## config.mk

```make
export PLATFORM = sky130hd
export DESIGN_NAME = cmn_entry_alloc_multi
export DESIGN_NICKNAME = d
export VERILOG_FILES = /design/src/rtl/cmn_entry_alloc_multi.sv
export SDC_FILE = /design/constraint.sdc
export NUM_CORES = 1
export LEC_CHECK = 0
export CAP_MARGIN = 10
export CORE_MARGIN = 2
export CORE_UTILIZATION = 40
export DETAILED_ROUTE_END_ITERATION = 8
export GPL_TIMING_DRIVEN = 0
export PLACE_DENSITY_LB_ADDON = 0.15
export SYNTH_ARGS = -nofsm -noshare
export SYNTH_HDL_FRONTEND = slang
export SYNTH_SLANG_ARGS = --single-unit
export TNS_END_PERCENT = 1
```

## constraint.sdc

```tcl
create_clock -name clk -period 10.89 [get_ports clk]
set_clock_uncertainty 0.2 [all_clocks]
set_input_delay 2.178 -clock clk [delete_from_list [all_inputs] [get_ports clk]]
set_output_delay 2.178 -clock clk [all_outputs]
set_load 0.01 [all_outputs]
```

## src/rtl/cmn_entry_alloc_multi.sv

```systemverilog
// Multi-port entry allocator: busy/free tracking with up to ALLOC_NUM grants per cycle,
// selectable search direction, release mask and incremental occupancy counter.
module cmn_entry_alloc_multi #(
  parameter int ENTRY_NUM = 16,
  parameter int ALLOC_NUM = 2,
  parameter int MSB_FIRST = 1,
  localparam int AWIDTH = $clog2(ENTRY_NUM)
) (
  input  logic                           clk,
  input  logic                           rst,
  input  logic [ALLOC_NUM-1:0]           alloc_req,
  output logic [ALLOC_NUM-1:0]           alloc_gnt,
  output logic [ALLOC_NUM*ENTRY_NUM-1:0] alloc_idx_oh,
  output logic [ALLOC_NUM*AWIDTH-1:0]    alloc_idx_bin,
  input  logic [ENTRY_NUM-1:0]           rel_vld,
  output logic [ENTRY_NUM-1:0]           busy,
  output logic [AWIDTH:0]                used_cnt,
  output logic                           full,
  output logic                           empty,
  output logic                           rel_err
);

  localparam logic [AWIDTH:0] FULL_CNT = (AWIDTH+1)'(ENTRY_NUM);

  logic [ENTRY_NUM-1:0]           r_busy;
  logic [AWIDTH:0]                r_cnt;
  logic                           r_full;
  logic                           r_empty;
  logic                           r_rel_err;

  logic [ALLOC_NUM-1:0]           w_gnt;
  logic [ALLOC_NUM*ENTRY_NUM-1:0] w_oh;
  logic [ALLOC_NUM*AWIDTH-1:0]    w_bin;
  logic [ENTRY_NUM-1:0]           w_gmask;
  logic [ENTRY_NUM-1:0]           w_rel_eff;
  logic                           w_rel_err;
  logic [AWIDTH:0]                w_cnt_nxt;

  function automatic logic [ENTRY_NUM-1:0] order(input logic [ENTRY_NUM-1:0] v);
    logic [ENTRY_NUM-1:0] r;
    r = '0;
    for (int i = 0; i < ENTRY_NUM; i++) begin
      r[i] = (MSB_FIRST != 0) ? v[ENTRY_NUM-1-i] : v[i];
    end
    return r;
  endfunction

  // Isolate lowest set bit in search order (bit-reversed when searching from the top).
  function automatic logic [ENTRY_NUM-1:0] first_free(input logic [ENTRY_NUM-1:0] v);
    logic [ENTRY_NUM-1:0] o;
    o = order(v);
    o = o & (~o + ENTRY_NUM'(1));
    return order(o);
  endfunction

  function automatic logic [AWIDTH-1:0] encode(input logic [ENTRY_NUM-1:0] v);
    logic [AWIDTH-1:0] idx;
    idx = '0;
    for (int i = 0; i < ENTRY_NUM; i++) begin
      idx = idx | (AWIDTH'(i) & {AWIDTH{v[i]}});
    end
    return idx;
  endfunction

  function automatic logic [AWIDTH:0] popcnt(input logic [ENTRY_NUM-1:0] v);
    logic [AWIDTH:0] c;
    c = '0;
    for (int i = 0; i < ENTRY_NUM; i++) begin
      c = c + {{AWIDTH{1'b0}}, v[i]};
    end
    return c;
  endfunction

  // Slot search: each granted slot removes its entry from what later slots can see.
  always_comb begin : p_search
    logic [ENTRY_NUM-1:0] avail;
    logic [ENTRY_NUM-1:0] pick;
    logic                 take;
    avail   = ~r_busy;
    pick    = '0;
    take    = 1'b0;
    w_gnt   = '0;
    w_oh    = '0;
    w_bin   = '0;
    w_gmask = '0;
    for (int k = 0; k < ALLOC_NUM; k++) begin
      pick     = first_free(avail);
      take     = ~rst & alloc_req[k] & (|avail);
      w_gnt[k] = take;
      w_oh[k*ENTRY_NUM +: ENTRY_NUM] = pick & {ENTRY_NUM{take}};
      w_bin[k*AWIDTH +: AWIDTH]      = encode(pick) & {AWIDTH{take}};
      w_gmask  = w_gmask | (pick & {ENTRY_NUM{take}});
      avail    = avail & ~(pick & {ENTRY_NUM{take}});
    end
  end

  // Releases of free entries are dropped from the state update and flagged instead.
  always_comb begin
    w_rel_eff = rel_vld & r_busy;
    w_rel_err = |(rel_vld & ~r_busy);
    w_cnt_nxt = r_cnt + popcnt(w_gmask) - popcnt(w_rel_eff);
  end

  // State registers; full/empty are registered alongside the counter.
  always_ff @(posedge clk) begin
    if (rst) begin
      r_busy    <= '0;
      r_cnt     <= '0;
      r_full    <= 1'b0;
      r_empty   <= 1'b1;
      r_rel_err <= 1'b0;
    end else begin
      r_busy    <= (r_busy | w_gmask) & ~w_rel_eff;
      r_cnt     <= w_cnt_nxt;
      r_full    <= (w_cnt_nxt == FULL_CNT);
      r_empty   <= (w_cnt_nxt == '0);
      r_rel_err <= w_rel_err;
    end
  end

  assign alloc_gnt     = w_gnt;
  assign alloc_idx_oh  = w_oh;
  assign alloc_idx_bin = w_bin;
  assign busy          = r_busy;
  assign used_cnt      = r_cnt;
  assign full          = r_full;
  assign empty         = r_empty;
  assign rel_err       = r_rel_err;

endmodule

```

==> results.toml, run 1 <==
[timing]
grt_setup_unrepaired = "false"
finalHoldViolations = 0
period_share_pct = 88.6
relSlewSlack_pct = 53.8
fmax_mhz = 104
maxSlewViolCount = 0
worstMarginPinSlew_ns = 0.687
setup_tns_ns = 0
post-route-min-period_ns = 9.65
finalSetupViolCount = 0

[critical_path]
r2r_slack_ns = 3.28
cpLargestDelayFamily = "adder cells"
crit_slowest_cell = "fa_1"
critPathCaptureType = "flop"
path_buf_inv = 3
slowest_delay_ns = 0.60
worstPathMaxFanout = 10
r2r_start = "busy[13]"
start_kind = "input port"
arrival_ns = 9.64
r2r_cells = 23
crit_start = "rst"
path_class = "input port to flop"
cp_cell_sequence = "clkdlybuf4s50_1, clkbuf_1, nor2b_1, and3_1, nand4_1, o221ai_2, o211ai_2, or3_4, a2bb2oi_1, or2_1, fa_1, fa_1, fa_1, fa_1, fa_1, fa_1, fa_1, inv_1, fa_1, a21o_1, a21oi_1, xnor2_1, nor2_1, and2_1"
required_ns = 10.88
cp_common_cell = "fa_1"
r2r-end = "full"

[global_routing]
grt_pass1_vias = 3272
grt_use_total_pct = 25.9
grt_pass1_wl_mm = 17.2
grt_antenna_before_repair = 0
grt.overflow.total = 0
grt_max_degree = 15

[synth]
synth.most_common_cell = "inv_1"
yosysTopAreaCellShare_pct = 17.3
yosysSeqAreaShare_pct = 15.4
synthArstFlopShare_pct = 0
yosys-top-cells-area = "fa_1 (17%), dfxtp_1 (15%), inv_1 (6.8%)"
synthFlopType = "dfxtp_1"
ys_types = 68
ys_seq_elements = 24
synth_area_per_cell_sq_um = 7.59
synthesis.nets = 467
synth_area_sq_um = 3130
synth_edf_count = 0
syn_inst = 412
synth_top_area_cell = "fa_1"
synthTopCellsByCount = "inv_1 (57), nor2_1 (55), nand2_1 (30)"
yosys_warnings = 0

[die]
rows = 32
initial_core_util_pct = 40.9
core-area_sq_um = 7650
boundaryPins = 86
die_h_um = 92.4
die_w_um = 92.4
die_area_sq_um = 8540

[cells_and_area]
nets = 557
n_antenna_cell = 0
final_area_sq_um = 4180
fin_util_pct = 54.6
drive_above_1_share_pct = 6.39
fillerInstances = 746
instances_no_fill = 603
syn2layout_area_growth_pct = 33.6

[cts]
cts_hold_buf = 0
cts_root_buf = "clkbuf_8"
cts_buffers = 3
clk_pin_slew_worst_paths_ns = 0.10
clk_latency_ns = 0.28
clock_sinks = 24
cts_tree = "done"
h-tree-depth = 1
clock_path_buffers = 2
postCtsSetupRepairBufs = 0
ctsResizeCount = 0

[power]
powerDensity_nw_per_um2 = 114
power.total_w = 0.000474
power.leakage_nw = 1.65
peakVddDrop_v = 0.000195

[placed_design]
dp_hpwl_mm = 8.83
io_buffer_count = 85
place_area_sq_um = 4110
dp.cells = 599
place.gp.congestion = 1.01

[worst_hold_path]
whs_path_depth = 2
min_from = "busy[0]"
worstHoldEndpoint = "busy[0]"
min_path_type = "flop to flop"

[detailed_routing]
num_vias = 3385
drt-total-wl_mm = 10.7
drt-initial-drc-count = 332
dr_wl_met3_um = 779
route.antenna.remaining_nets = 0
wl_per_cell_um = 17.8
dr.pass1.iters = 5
drc_errors = 0
highest_layer = "met4"
routed-wl-met2_mm = 4.96
wl_met1_mm = 4.69
viasPerCell = 5.61

[job]
max-cap-violations = 0

[outcome]
outcome = "complete, no violations"
## power by group
group,total (W),leakage [nW],switching [W],internal [W]
combinational,0.000280,1.41,0.000143,0.000137
sequential,0.000111,0.196,0.00000811,0.000102
clock,0.0000840,0.0357,0.0000347,0.0000493
## layout by cell type (no fill, tap or decap), drive strengths merged, types with 5 or more instances in the layout
cell type and instances:
clkdlybuf4s50 85, inv 58, nor2 55, nand2 30
fa 27, o21ai 26, dfxtp 24, a21oi 19
and2 17, a211oi 14, nor3 14, buf 13
clkbuf 12, xnor2 8, ha 8, a31oi 7
nand4 6, nand3 5, and4 5
## layer usage
metal | vias to the layer above | track usage, %
li1 | 1597 | -
met3 | 19 | 3.34
met2 | 161 | 41.6
met5 | - | 0
met1 | 1608 | 36.2
met4 | 0 | 8.08
## logic make-up (layout without fill, tap and decap cells)
group | after synthesis | count (layout) | share of synthesized area (%)
buffers and inverters | 80 | 169 | 10.2
adders and majority gates | 37 | 37 | 21.2
AOI/OAI and AO/OA | 106 | 106 | 24.1
xor gates and xnor gates | 11 | 11 | 3.08
and+or+nand+nor | 154 | 154 | 26.0
DFF | 24 | 24 | 15.4
## worst min-delay path: cells and delay by family (launching register included)
family	cells	cell delay, ns
AO/OA/AOI/OAI	1	0.07
buffers and inverters	1	0.13
flip-flops	1	0.40
## metrics by stage
stage	hold slack, ns	setup slack, ns
3_5_place_dp	0.421	1.02
3_3_place_gp	0.402	1.07
6_report	0.437	1.24
2_1_floorplan	0.391	2.24
4_1_cts	0.440	1.27
5_1_grt	0.468	0.820
## worst max-delay path by stage
stage	cells past startpoint	slack (ns)	end
3_5_place_dp	24	1.02	full
6_report	24	1.24	full
5_1_grt	25	0.82	full
4_1_cts	24	1.27	full
2_1_floorplan	23	2.24	full
3_3_place_gp	24	1.07	full
## final cells by class
cell class              count  area [sq um]  area share, %
plain buffers              22           103           2.46
clock buffers               3          41.3          0.989
clock inverters             1          30.0          0.719
inverters                  58           218           5.21
multi-input cells         308          2330           55.7
flip-flops and latches     24           480           11.5
well taps                 102           128           3.06
repair buffers             85           851           20.4
## flip-flops by register name, indices dropped and copies added, names as in the netlist
signal,cells
used_cnt,5
empty,1
rel_err,1
full,1
busy,16
No activity file was read; power rests on OpenSTA's default activity.
==> inputs of run 2 (changes only) <==
--- a/config.mk
+++ b/config.mk
@@ -7,8 +7,9 @@
 export LEC_CHECK = 0
 export CAP_MARGIN = 10
 export CORE_MARGIN = 2
-export CORE_UTILIZATION = 40
+export CORE_UTILIZATION = 65
 export DETAILED_ROUTE_END_ITERATION = 8
+export DONT_BUFFER_PORTS = 1
 export GPL_TIMING_DRIVEN = 0
 export PLACE_DENSITY_LB_ADDON = 0.15
 export SYNTH_ARGS = -nofsm -noshare
==> results.toml, run 2 (synthesis gave the netlist of run 1 again) <==
[power]
comb_power_share_pct = 54.0
power.leakage_nw = 1.34
power.internal_w = 0.000258
peakVddDrop_v = 0.000232
powerDensity_nw_per_um2 = 136
switchingPower_w = 0.000187
seqPwrFrac_pct = 26.5
clkPwrFrac_pct = 19.5
p_sw_share_pct = 42.0
power.total_w = 0.000445

[detailed_routing]
drc_errors = 0
drt-total-wl_mm = 9.70
num_vias = 3097
drt-initial-drc-count = 408
viasPerCell = 6.59
wl_per_cell_um = 20.6
dr.pass1.iters = 5
route.antenna.remaining_nets = 0

[critical_path]
path_buf_inv = 2
cpLargestDelayFamily = "adder cells"
worstPathMaxFanout = 10
slowest_delay_ns = 0.59
critPathCaptureType = "flop"
path_class = "input port to flop"
crit_slowest_cell = "fa_1"
crit_start = "rst"
cp_cell_sequence = "clkbuf_1, nor2b_1, and3_1, nand4_1, o221ai_2, o211ai_2, or3_4, nor3_2, nor2_1, fa_1, fa_1, fa_1, fa_1, fa_1, fa_1, fa_1, inv_1, fa_1, a21o_1, a21oi_1, xnor2_1, nor2_1, and2_1"
arrival_ns = 9.21
cp_common_cell = "fa_1"
start_kind = "input port"
r2r_start = "busy[13]"
required_ns = 10.89

[cts]
postCtsSetupRepairBufs = 0
clk_pin_slew_worst_paths_ns = 0.11
clock_path_buffers = 2
ctsResizeCount = 0
cts_hold_buf = 0
clk_latency_ns = 0.29
clock_sinks = 24
h-tree-depth = 1
cts_buffers = 3
cts_tree = "done"
cts_root_buf = "clkbuf_8"

[die]
die_w_um = 73.4
rows = 25
initial_core_util_pct = 66.6
core-area_sq_um = 4690
die_h_um = 73.4
boundaryPins = 86
die_area_sq_um = 5380

[placed_design]
dp_hpwl_mm = 7.82
io_buffer_count = 0
place.gp.congestion = 1.02

[job]
max-cap-violations = 0

[timing]
setup_tns_ns = 0
period_share_pct = 84.6
maxSlewViolCount = 0
grt_setup_unrepaired = "false"
fmax_mhz = 109
finalSetupViolCount = 0
post-route-min-period_ns = 9.21
relSlewSlack_pct = 46.2
worstMarginPinSlew_ns = 0.801
finalHoldViolations = 0

[worst_hold_path]
min_from = "busy[0]"
min_path_type = "flop to flop"

[cells_and_area]
fillerInstances = 388
syn2layout_area_growth_pct = 4.44
fin_util_pct = 69.6
nets = 472
largest_reg_flops = 16
drive_above_1_share_pct = 7.69
final_common_cell = "inv_1"
n_antenna_cell = 0
layout_common_cells = "inv_1 (57), nor2_1 (55), nand2_1 (30)"

[global_routing]
grt_pass1_wl_mm = 14.8
grt_antenna_before_repair = 0
grt.overflow.total = 0
grt_max_degree = 15
grt_pass1_vias = 2893
grt_use_total_pct = 36.6

[outcome]
outcome = "complete, no violations"
[run 2: changes by cell type in the layout (fill, tap and decap cells not counted)]
cell             delta
clkdlybuf4s50_1    -85
[run 2: layout make-up]
class                   instances  area [sq um]  share of cell area [%]
inverters                      58           218                    6.67
clock inverters                 1          30.0                   0.920
flip-flops and latches         24           480                    14.7
plain buffers                  22           103                    3.14
clock buffers                   3          41.3                    1.26
well taps                      54          67.6                    2.07
multi-input cells             308          2330                    71.2
[run 2: power groups by stage]
| stage | combinational (W) | sequential [W] | clock (W) |
|---|---|---|---|
| after floorplan | 0.000192 | 0.000118 | 0 |
| after global placement | 0.000225 | 0.000120 | 0 |
| after detailed placement | 0.000238 | 0.000120 | 0 |
| after CTS | 0.000241 | 0.000118 | 0.0000842 |
| after global routing | 0.000278 | 0.000120 | 0.0000866 |
| final | 0.000240 | 0.000118 | 0.0000867 |
[run 2: worst paths after layout]
path / endpoint / slack [ns] / cells after the start
worst max-delay path: full / 1.68 / 23
worst min-delay path: busy[0] / 0.47 / 2
worst max register to register: full / 3.22 / 23
worst min register to register: busy[0] / 0.47 / 2
[run 2: metrics by stage]
stage	cells	hold slack [ns]	area (sq um)	setup WS (ns)
after floorplan	412	0.391	3130	2.24
after global placement	466	0.435	3190	1.51
after detailed placement	466	0.457	3190	1.45
after CTS	470	0.473	3270	1.71
after global routing	470	0.499	3270	1.38
final	470	0.471	3270	1.68
[run 2: tightest hold or removal path, delay by kind of cell (launching register included)]
kind,cells,cell delay [ns]
buffers and inverters,1,0.13
flip-flops,1,0.43
AO/OA/AOI/OAI,1,0.07
[run 2: routing by layer]
metal	routed length, um	track usage [%]	vias up
met5	0	0	-
met3	1080	6.86	24
li1	-	-	1422
met1	3790	50.6	1454
met2	4510	58.1	197
met4	315	11.9	0
==> inputs of run 3 (changes only) <==
==> constraint.sdc (replaced) <==
create_clock -name clk -period 8.8 [get_ports clk]
set_clock_uncertainty 0.2 [all_clocks]
set_input_delay 1.76 -clock clk [delete_from_list [all_inputs] [get_ports clk]]
set_output_delay 1.76 -clock clk [all_outputs]
set_load 0.01 [all_outputs]
==> results.toml, run 3 (synthesis gave the netlist of run 1 again) <==
[outcome]
outcome = "complete, no violations"

[detailed_routing]
drc_errors = 0
drt-total-wl_mm = 9.88
drt-initial-drc-count = 350
viasPerCell = 6.65
dr.pass1.iters = 6
wl_per_cell_um = 20.8
num_vias = 3165
route.antenna.remaining_nets = 0

[cells_and_area]
final_area_sq_um = 3330
drive_above_1_share_pct = 9.48
syn2layout_area_growth_pct = 6.52
largest_reg_flops = 16
nets = 478
final_common_cell = "inv_1"
n_antenna_cell = 0
layout_common_cells = "inv_1 (57), nor2_1 (54), nand2_1 (30)"

[timing]
relSlewSlack_pct = 48.5
period_share_pct = 96.7
post-route-min-period_ns = 8.51
worst_slack_ns = 0.289
worstMarginPinSlew_ns = 0.767
fmax_mhz = 117
maxSlewViolCount = 0
finalHoldViolations = 0
finalSetupViolCount = 0

[critical_path]
r2r_cells = 23
worstPathMaxFanout = 10
arrival_ns = 8.51
cp_common_cell = "fa_1"
start_kind = "input port"
r2r-end = "full"
required_ns = 8.80
cp_cell_sequence = "clkbuf_1, nor2b_2, and3_1, a21oi_1, o221ai_2, o211ai_4, or3_4, a2bb2oi_1, or2_1, fa_1, fa_1, fa_1, fa_1, fa_1, fa_1, fa_1, inv_1, fa_1, a21o_1, a21oi_1, xnor2_1, nor2_1, and2_1"
slowest_delay_ns = 0.59
crit_slowest_cell = "fa_1"
path_class = "input port to flop"
r2r_slack_ns = 1.20
r2r_start = "busy[13]"
critPathCaptureType = "flop"

[die]
boundaryPins = 86
die_area_sq_um = 5380
core-area_sq_um = 4690
die_h_um = 73.4
rows = 25
initial_core_util_pct = 66.6
die_w_um = 73.4

[placed_design]
place_ws_ns = -0.217
io_buffer_count = 0
place.gp.congestion = 1.02
dp_hpwl_mm = 7.82
place_area_sq_um = 3190

[global_routing]
grt_pass1_vias = 2893
grt_pass1_wl_mm = 14.8
grt_use_total_pct = 36.6
grt.overflow.total = 0
grt_max_degree = 15
grt_antenna_before_repair = 0

[cts]
clk_latency_ns = 0.29
clk_pin_slew_worst_paths_ns = 0.11
cts_buffers = 3
cts_tree = "done"
clock_sinks = 24
cts_hold_buf = 0
clock_path_buffers = 2
cts_root_buf = "clkbuf_8"
h-tree-depth = 1

[worst_hold_path]
min_from = "busy[0]"
worstHoldEndpoint = "busy[0]"
whs_path_depth = 2
min_path_type = "flop to flop"

[power]
power.internal_w = 0.000320
powerDensity_nw_per_um2 = 166
power.total_w = 0.000551
power.leakage_nw = 1.36
seqPwrFrac_pct = 26.5
comb_power_share_pct = 54.1
peakVddDrop_v = 0.000288
clkPwrFrac_pct = 19.4
p_sw_share_pct = 42.0
switchingPower_w = 0.000232

[job]
max-cap-violations = 0
[run 3: metal layers]
| metal | track usage, % | share of wire, % | vias up |
|---|---|---|---|
| li1 | - | - | 1441 |
| met1 | 50.6 | 39 | 1480 |
| met2 | 58.1 | 46 | 218 |
| met3 | 6.86 | 12 | 26 |
| met4 | 11.9 | 2.9 | 0 |
| met5 | 0 | 0 | - |
[run 3: layout make-up]
| type | instances | area (sq um) |
|---|---|---|
| multi-input cells | 308 | 2350 |
| flip-flops and latches | 24 | 480 |
| well taps | 54 | 67.6 |
| clock inverters | 1 | 30.0 |
| repair buffers | 6 | 45.0 |
| fillers | 391 | 1360 |
| plain buffers | 22 | 103 |
| inverters | 58 | 218 |
| clock buffers | 3 | 41.3 |
[run 3: per-stage QoR]
step                      instances  hold slack, ns   TNS, ns  utilization [%]
after floorplan                 412           0.391         0                -
after global placement          466           0.435    -0.293             68.1
after detailed placement        466           0.457    -0.480             68.1
after CTS                       470           0.473         0             69.6
after global routing            476           0.499  -0.00942             71.0
final                           476           0.469         0             71.0
[run 3: repair_timing]
action                                  4_1_cts  5_1_grt
setup buffers                                 0        6
gates resized for setup                       0        4
endpoints found under the setup margin        0        3
[run 3: power by group through the flow]
| stage | combinational (W) | sequential, W | clock, W |
|---|---|---|---|
| after floorplan | 0.000238 | 0.000146 | 0 |
| after global placement | 0.000279 | 0.000148 | 0 |
| after detailed placement | 0.000294 | 0.000149 | 0 |
| after CTS | 0.000298 | 0.000146 | 0.000104 |
| after global routing | 0.000345 | 0.000148 | 0.000107 |
| final | 0.000298 | 0.000146 | 0.000107 |
[run 3: worst max-delay path by stage]
| stage | cells past startpoint | slack (ns) | startpoint | endpoint |
|---|---|---|---|---|
| finish | 23 | 0.29 | rst | full |
| global route | 23 | -0.009 | rst | full |
| CTS | 23 | 0.04 | rst | full |
| detailed placement | 23 | -0.22 | rst | full |
| global placement | 23 | -0.16 | rst | full |
| floorplan | 23 | 0.57 | rst | full |
[run 3: critical path, delay by kind of cell]
kind            cells  cell delay, ns
compound gates      6            1.16
xor+xnor            1            0.15
fa+ha+maj           8            3.73
simple gates        6            1.38
buf+inv             2            0.31
